===== src/rtl/fifo_pkg.sv =====
// Shared widths and types for the FIFO and its read-side stream adapter.
package fifo_pkg;

   localparam int FIFO_M           = 4;
   localparam int READER_BUF_DEPTH = 3;

   typedef logic [1:0] occ_t;

   // Advance a reader buffer pointer, wrapping after the last entry.
   function automatic occ_t ptr_inc(input occ_t p);
      return (p == occ_t'(READER_BUF_DEPTH - 1)) ? 2'd0 : p + 2'd1;
   endfunction

endpackage


===== src/rtl/fifo_reader_buf.sv =====
// Three-entry circular buffer absorbing the FIFO read latency.
// Valid and head data come only from registers, so the stream side has no input-to-output path.
module fifo_reader_buf
   import fifo_pkg::*;
#(
   parameter int M = FIFO_M
) (
   input  logic         clk,
   input  logic         reset_n,
   input  logic         i_push,
   input  logic [M-1:0] i_push_data,
   input  logic         i_pop,
   output occ_t         o_occ,
   output logic         o_valid,
   output logic [M-1:0] o_data
);

   logic [M-1:0] r_mem [READER_BUF_DEPTH];
   occ_t         r_rd_ptr;
   occ_t         r_wr_ptr;
   occ_t         r_occ;
   logic         r_valid;
   logic         w_pop;
   occ_t         w_occ_nxt;
   logic [M-1:0] w_head;

   assign w_pop = i_pop && r_valid;

   // Next occupancy: a simultaneous push and pop leaves it unchanged.
   always_comb begin
      w_occ_nxt = r_occ;
      case ({i_push, w_pop})
         2'b10:   w_occ_nxt = r_occ + 2'd1;
         2'b01:   w_occ_nxt = r_occ - 2'd1;
         default: w_occ_nxt = r_occ;
      endcase
   end

   // Head-of-queue select.
   always_comb begin
      w_head = r_mem[0];
      case (r_rd_ptr)
         2'd1:    w_head = r_mem[1];
         2'd2:    w_head = r_mem[2];
         default: w_head = r_mem[0];
      endcase
   end

   // Storage, pointers and occupancy.
   always_ff @(posedge clk) begin
      if (!reset_n) begin
         for (int i = 0; i < READER_BUF_DEPTH; i++) begin
            r_mem[i] <= '0;
         end
         r_rd_ptr <= 2'd0;
         r_wr_ptr <= 2'd0;
         r_occ    <= 2'd0;
         r_valid  <= 1'b0;
      end else begin
         for (int i = 0; i < READER_BUF_DEPTH; i++) begin
            if (i_push && (r_wr_ptr == occ_t'(i))) begin
               r_mem[i] <= i_push_data;
            end
         end
         if (i_push) begin
            r_wr_ptr <= ptr_inc(r_wr_ptr);
         end
         if (w_pop) begin
            r_rd_ptr <= ptr_inc(r_rd_ptr);
         end
         r_occ   <= w_occ_nxt;
         r_valid <= (w_occ_nxt != 2'd0);
      end
   end

   assign o_occ   = r_occ;
   assign o_valid = r_valid;
   assign o_data  = w_head;

endmodule


===== src/rtl/fifo_stream_reader.sv =====
// Pops words from the synchronous FIFO and presents them on a valid/ready stream,
// counting completed transfers.
module fifo_stream_reader
   import fifo_pkg::*;
#(
   parameter int M  = FIFO_M,
   parameter int CW = 16
) (
   input  logic          clk,
   input  logic          reset_n,
   input  logic          en,
   input  logic          fifo_empty,
   input  logic [M-1:0]  fifo_rd,
   output logic          fifo_re,
   output logic          out_valid,
   input  logic          out_ready,
   output logic [M-1:0]  out_data,
   output logic [CW-1:0] xfer_cnt
);

   logic          r_inflight;
   logic [CW-1:0] r_xfer_cnt;
   occ_t          w_occ;
   logic [2:0]    w_outstanding;
   logic          w_xfer;

   // Issue only with room for every outstanding word; out_ready is deliberately
   // kept out of this path so the read enable never depends on the sink.
   assign w_outstanding = {1'b0, w_occ} + {2'b00, r_inflight};
   assign fifo_re       = reset_n && en && !fifo_empty
                          && (w_outstanding < 3'(READER_BUF_DEPTH));
   assign w_xfer        = out_valid && out_ready;

   // In-flight flag and transfer counter.
   always_ff @(posedge clk) begin
      if (!reset_n) begin
         r_inflight <= 1'b0;
         r_xfer_cnt <= '0;
      end else begin
         r_inflight <= fifo_re;
         if (w_xfer) begin
            r_xfer_cnt <= r_xfer_cnt + CW'(1);
         end
      end
   end

   fifo_reader_buf #(
      .M (M)
   ) u_buf (
      .clk         (clk),
      .reset_n     (reset_n),
      .i_push      (r_inflight),
      .i_push_data (fifo_rd),
      .i_pop       (out_ready),
      .o_occ       (w_occ),
      .o_valid     (out_valid),
      .o_data      (out_data)
   );

   assign xfer_cnt = r_xfer_cnt;

endmodule


===== config.mk =====
export PLATFORM = sky130hd
export DESIGN_NAME = fifo_stream_reader
export DESIGN_NICKNAME = d
export VERILOG_FILES = /design/src/rtl/fifo_pkg.sv /design/src/rtl/fifo_reader_buf.sv /design/src/rtl/fifo_stream_reader.sv
export SDC_FILE = /design/constraint.sdc
export NUM_CORES = 1
export LEC_CHECK = 0
export CAP_MARGIN = 10
export CORE_MARGIN = 2
export CORE_UTILIZATION = 64
export CTS_BUF_LIST = sky130_fd_sc_hd__clkbuf_4 sky130_fd_sc_hd__clkbuf_8
export CTS_CLUSTER_SIZE = 40
export DETAILED_ROUTE_END_ITERATION = 8
export DONT_BUFFER_PORTS = 1
export HOLD_SLACK_MARGIN = 0.1
export PLACE_DENSITY = 0.79
export RECOVER_POWER = 50
export SKIP_CTS_REPAIR_TIMING = 1
export SLEW_MARGIN = 20
export SYNTH_ARGS = -nofsm -noshare
export SYNTH_HDL_FRONTEND = slang
export SYNTH_SLANG_ARGS = --single-unit

===== constraint.sdc =====
create_clock -name clk -period 2.3 [get_ports clk]
set_input_delay 0.46 -clock clk [delete_from_list [all_inputs] [get_ports clk]]
set_output_delay 0.46 -clock clk [all_outputs]
set_load 0.1 [all_outputs]

==> metrics.csv, run 1 <==
stage,metric,value,unit
floorplan,rows,18,
placed_design,place.gp.congestion,0.767,
placed_design,placed_area,1850,sq um
clocking,root_buffer,clkbuf_4,
floorplan,die_x,53.9,microns
synthesis,synth-edff-count,12,
drt,drt_wl_total,2940,microns
sta,worst_pin_slew,1190,ps
synthesis,async_flop_share,0,%
synthesis,synth.largest_area_cell,dfxtp_1,
pwr,max-vdd-ir-drop,613,uV
clocking,clk_pin_slew,90,ps
global_route,grt_max_degree,19,
drt,ant_nets,0,
synthesis,synth_area,1590,sq um
clocking,cts_inserted_buffers,5,
worst_setup_path,worstPathRequired,1840,ps
drt,dr.pass1.iters,5,
sta,hold_viol_final,0,
pwr,leakagePower,0.748,nW
finish,layout_commonest_cell,nand2_1,
floorplan,ios,31,
sta,rsz0062_at_grt,false,
synthesis,synth_top_cell_area_share,30.1,%
placed_design,pre_cts_ws,379,ps
finish,syn_to_final_growth,19.2,%
drt,via_per_inst,5.56,
worst_setup_path,rrSetupSlack,300,ps
worst_hold_path,hold_end,r_inflight,
floorplan,chipHeight,53.9,microns
pwr,power.density,755,nW/um^2
worst_setup_path,crit_fanout,4,
global_route,globalRoute.totalOverflow,0,
worst_setup_path,reg2reg_from,u_buf.o_valid,
finish,drive_gt1_share,23.9,%
finish,final_core_util,78.8,%
sta,worst_clock_skew,2.47,ps
worst_hold_path,hold_start,fifo_empty,
finish,final_cell_mix,"nand2_1 (22), buf_4 (20), dfxtp_1 (18), nor2_1 (16), edfxtp_1 (12)",
placed_design,portBuffers,0,
synthesis,seq_area_frac_synth,52.7,%
global_route,grt_pass1_wl,4650,microns
sta,drv_slew,0,
global_route,antenna_found_initial,0,
worst_setup_path,setup.worst_path.start,r_inflight,
finish,final_area,1900,sq um
clocking,cts_tree,done,
synthesis,ys_warn_count,0,
flow_run,maxCapViolCount,0,
worst_hold_path,hold_class,input port to flop,
synthesis,synth-seq-cells,36,
drt,wl_per_cell,13.5,microns
synthesis,synth_flop_cell,dfxtp_1,
floorplan,start_util,66.1,%
global_route,grt_usage,23.1,%
sta,fin_ws,80.3,ps
drt,dr_total_vias,1211,
clocking,cts_buffer_depth,2,
finish,finalNetCount,204,
drt,drc,0,
sta,slew_headroom,20.5,%
status,status,"finished, final reports clean",
drt,drtIter0Drc,19,
worst_setup_path,r2r_cells,5,
floorplan,dieArea,2910,sq um
worst_setup_path,end_kind,output port,
finish,fillers,153,
synthesis,syn_avg_cell_area,9.96,sq um
placed_design,dp_hpwl,2170,microns
sta,max_freq,0.451,GHz
worst_setup_path,reg2reg_to,xfer_cnt[4],
synthesis,synthTopCellsByArea,"dfxtp_1 (30%), edfxtp_1 (23%), ha_1 (6.3%)",
worst_hold_path,hold_depth,1,
synthesis,syn_inst,160,
sta,post-route-min-period,2220,ps
worst_setup_path,cp.arrival,1760,ps
synthesis,synth_cell_types,30,
worst_setup_path,start_kind,flop,
floorplan,core_area,2410,sq um
sta,setup_viol,0,
clocking,h-tree-depth,2,
sta,finalCritPeriodShare,96.5,%
worst_setup_path,path_class,flop to output port,
clocking,clock_latency,330,ps
clocking,cts.sinks,36,
global_route,grt_pass1_vias,1093,
synthesis,synth_nets,177,
finish,antennaDiodeCount,0,
==> per-stage QoR <==
step                      power, mW  std cells  setup TNS, ps  hold slack [ps]
final                          1.43        218              0              207
after global placement         1.11        210              0              465
after floorplan                1.04        160          -2570              453
after detailed placement       1.13        210              0              488
after global routing           1.50        218              0              193
after CTS                      1.45        218              0              202
==> report_power, final <==
part           switching, mW  internal, mW
Sequential            0.0279         0.690
Combinational          0.299        0.0901
Clock                  0.186         0.141
==> how the worst max path moves through the flow <==
stage                  end  slack (ps)  depth (start not counted)
2_1_floorplan  out_data[0]        -600                          5
3_3_place_gp       fifo_re         400                          4
3_5_place_dp       fifo_re         380                          4
4_1_cts            fifo_re           6                          4
5_1_grt            fifo_re           3                          4
6_report           fifo_re          80                          4
==> kinds of logic after synthesis <==
group,Yosys count,synth area share (%)
AOI/OAI and AO/OA,23,8.63
xor gates and xnor gates,12,6.59
DFF,36,52.7
and+or+nand+nor,67,21.3
buffers and inverters,11,2.59
muxes,3,1.88
adders and majority gates,8,6.28
==> synth_stat cells, types with 2 or more instances <==
master	count
a2111oi_0	2
a21oi_1	12
a22oi_1	4
and2_1	5
clkbuf_1	3
dfxtp_1	24
edfxtp_1	12
ha_1	8
inv_1	7
mux2i_1	3
nand2_1	22
nand2b_1	3
nand3_1	5
nor2_1	16
nor3_1	3
nor4_1	2
o21ai_0	3
or3_1	4
xnor2_1	7
xor2_1	5
==> worst max-delay path, stage by stage, from the launching register on <==
cell and delay, ps:
dfxtp_1 350, ha_1 200, ha_1 310, a2111oi_4 350, buf_12 220
==> area by class of cell <==
| type | count | area, sq um | area share (%) |
|---|---|---|---|
| repair buffers | 23 | 179 | 9.42 |
| multi-input cells | 113 | 748 | 39.4 |
| inverters | 8 | 30.0 | 1.58 |
| clock buffers | 7 | 52.6 | 2.77 |
| flip-flops and latches | 36 | 848 | 44.7 |
| clock inverters | 1 | 3.75 | 0.198 |
| well taps | 30 | 37.5 | 1.98 |
==> metal layers <==
metal / up-vias / GRT usage (%) / share of wire, % / routed length, microns
met2: 38 / 36.2 / 48 / 1420
li1: 606 / - / - / -
met4: 0 / 8.55 / 1.4 / 41
met3: 5 / 7.50 / 5.8 / 169
met5: - / 0 / 0 / 0
met1: 562 / 29.8 / 44 / 1300
==> registers in the layout, summed over array words and instances, names as in the netlist <==
| signal | flops |
|---|---|
| r_inflight | 1 |
| u_buf.o_valid | 1 |
| u_buf.r_mem | 12 |
| u_buf.o_occ | 2 |
| u_buf.r_wr_ptr | 2 |
| u_buf.r_rd_ptr | 2 |
| xfer_cnt | 16 |
Power figures use the tool's default switching activity.
==> run 2: changes to the inputs <==
--- a/config.mk
+++ b/config.mk
@@ -7,13 +7,13 @@
 export LEC_CHECK = 0
 export CAP_MARGIN = 10
 export CORE_MARGIN = 2
-export CORE_UTILIZATION = 64
+export CORE_UTILIZATION = 65
 export CTS_BUF_LIST = sky130_fd_sc_hd__clkbuf_4 sky130_fd_sc_hd__clkbuf_8
 export CTS_CLUSTER_SIZE = 40
 export DETAILED_ROUTE_END_ITERATION = 8
 export DONT_BUFFER_PORTS = 1
 export HOLD_SLACK_MARGIN = 0.1
-export PLACE_DENSITY = 0.79
+export PLACE_DENSITY = 0.8
 export RECOVER_POWER = 50
 export SKIP_CTS_REPAIR_TIMING = 1
 export SLEW_MARGIN = 20
==> constraint.sdc (replaced) <==
create_clock -name clk -period 2.6 [get_ports clk]
set_input_delay 0.52 -clock clk [delete_from_list [all_inputs] [get_ports clk]]
set_output_delay 0.52 -clock clk [all_outputs]
set_load 0.1 [all_outputs]
==> metrics.csv, run 2 (synthesis results as in run 1) <==
stage,metric,value,unit
status,status,"finished, final reports clean",
pwr,switchingPower,0.475,mW
floorplan,core_area,2280,sq um
finish,syn_to_final_growth,17.2,%
worst_setup_path,path_class,flop to output port,
worst_setup_path,critPathTopFamily,adder cells,
finish,layout_commonest_cell,dfxtp_1,
clocking,cts_tree,done,
pwr,p_int,0.791,mW
floorplan,ios,31,
floorplan,die_x,53.5,microns
clocking,cts_buffer_depth,2,
worst_setup_path,critical_path.most_common_cell,ha_1,
worst_setup_path,worstPathRequired,2080,ps
sta,totalNegativeSetupSlack,0,ps
finish,largest_reg_flops,16,
drt,wl_per_cell,14.7,microns
drt,drtIter0Drc,40,
pwr,swShare,37.5,%
clocking,cts_inserted_buffers,5,
global_route,grt_pass1_vias,1141,
worst_hold_path,hold_class,input port to flop,
sta,rsz0062_at_grt,false,
sta,slew_headroom,12.9,%
finish,final_core_util,82.1,%
pwr,p_seq_share,50.2,%
pwr,leakagePower,0.738,nW
pwr,max-vdd-ir-drop,682,uV
sta,hold_viol_final,0,
finish,final_area,1870,sq um
sta,fin_ws,173,ps
clocking,root_buffer,clkbuf_4,
sta,finalCritPeriodShare,93.3,%
finish,drive_gt1_share,19.7,%
drt,dr.pass1.iters,4,
placed_design,portBuffers,0,
pwr,comb_power_share,27.4,%
floorplan,rows,17,
worst_setup_path,path_cells,"ha_1, ha_1, a2111oi_4, buf_4",
finish,final_cell_mix,"dfxtp_1 (24), nand2_1 (22), buf_4 (21), nor2_1 (16), edfxtp_1 (12)",
worst_setup_path,start_kind,flop,
sta,worst_pin_slew,1310,ps
sta,post-route-min-period,2430,ps
global_route,globalRoute.totalOverflow,0,
worst_setup_path,cp.arrival,1910,ps
finish,finalNetCount,204,
global_route,grt_usage,25.1,%
worst_setup_path,critPathSlowestCell,dfxtp_1,
placed_design,placed_area,1820,sq um
placed_design,dp_hpwl,2340,microns
drt,ant_nets,0,
global_route,grt_max_degree,19,
global_route,grt_pass1_wl,4800,microns
global_route,antenna_found_initial,0,
floorplan,dieArea,2860,sq um
placed_design,place.gp.congestion,0.771,
sta,max_freq,0.412,GHz
finish,antennaDiodeCount,0,
drt,drt_wl_total,3170,microns
placed_design,pre_cts_ws,545,ps
drt,via_per_inst,5.80,
clocking,clk_pin_slew,100,ps
pwr,p_clk_share,22.4,%
clocking,clock_latency,340,ps
worst_setup_path,crit_fanout,4,
worst_setup_path,end_kind,output port,
sta,drv_slew,0,
sta,worst_clock_skew,6.44,ps
floorplan,start_util,70.0,%
sta,setup_viol,0,
flow_run,maxCapViolCount,0,
drt,drc,0,
pwr,power.density,677,nW/um^2
worst_setup_path,critical_path.max_stage_delay,350,ps
floorplan,chipHeight,53.5,microns
drt,dr_total_vias,1252,
clocking,cts.sinks,36,
clocking,h-tree-depth,2,
worst_setup_path,cp.buffers_inverters,1,
==> run 2: cell count changes in the layout (fill, tap and decap cells not counted), moves of 2 or more <==
| cell | change |
|---|---|
| dfxtp_1 | +6 |
| dfxtp_2 | -6 |
| clkbuf_4 | -2 |
| clkinv_2 | +2 |
==> run 2: power groups by stage <==
stage / Sequential (mW) / Clock, mW / Combinational (mW)
after global routing: 0.637 / 0.310 / 0.366
after detailed placement: 0.648 / 0 / 0.348
after floorplan: 0.706 / 0 / 0.214
after CTS: 0.635 / 0.285 / 0.349
final: 0.635 / 0.283 / 0.347
after global placement: 0.645 / 0 / 0.336
==> run 2: routing by layer <==
metal | track usage (%) | vias up | wire length [microns]
li1 | - | 607 | -
met1 | 28.1 | 587 | 1250
met2 | 41.2 | 49 | 1610
met3 | 9.32 | 9 | 216
met4 | 13.7 | 0 | 91
met5 | 0 | - | 0
==> run 2: area by class of cell <==
type | count | area, sq um
multi-input combinational | 113 | 746
inverter | 8 | 30.0
clock inverter | 3 | 13.8
timing repair buffer | 23 | 165
clock buffer | 5 | 37.5
tap | 28 | 35.0
fill | 137 | 408
sequential | 36 | 841
==> run 2: metrics by stage <==
stage	instances	total power, mW	hold WS (ps)
2_1_floorplan	160	0.920	453
3_3_place_gp	208	0.981	464
3_5_place_dp	208	0.995	499
4_1_cts	216	1.27	241
5_1_grt	216	1.31	244
6_report	216	1.27	247
==> run 2: worst paths after layout <==
path / startpoint / endpoint / slack [ps] / cells after the start
worst max-delay path: r_inflight / fifo_re / 170 / 4
worst max register to register: xfer_cnt[6] / xfer_cnt[7] / 560 / 5
worst min-delay path: fifo_empty / r_inflight / 250 / 1
worst min register to register: xfer_cnt[1] / xfer_cnt[1] / 510 / 2
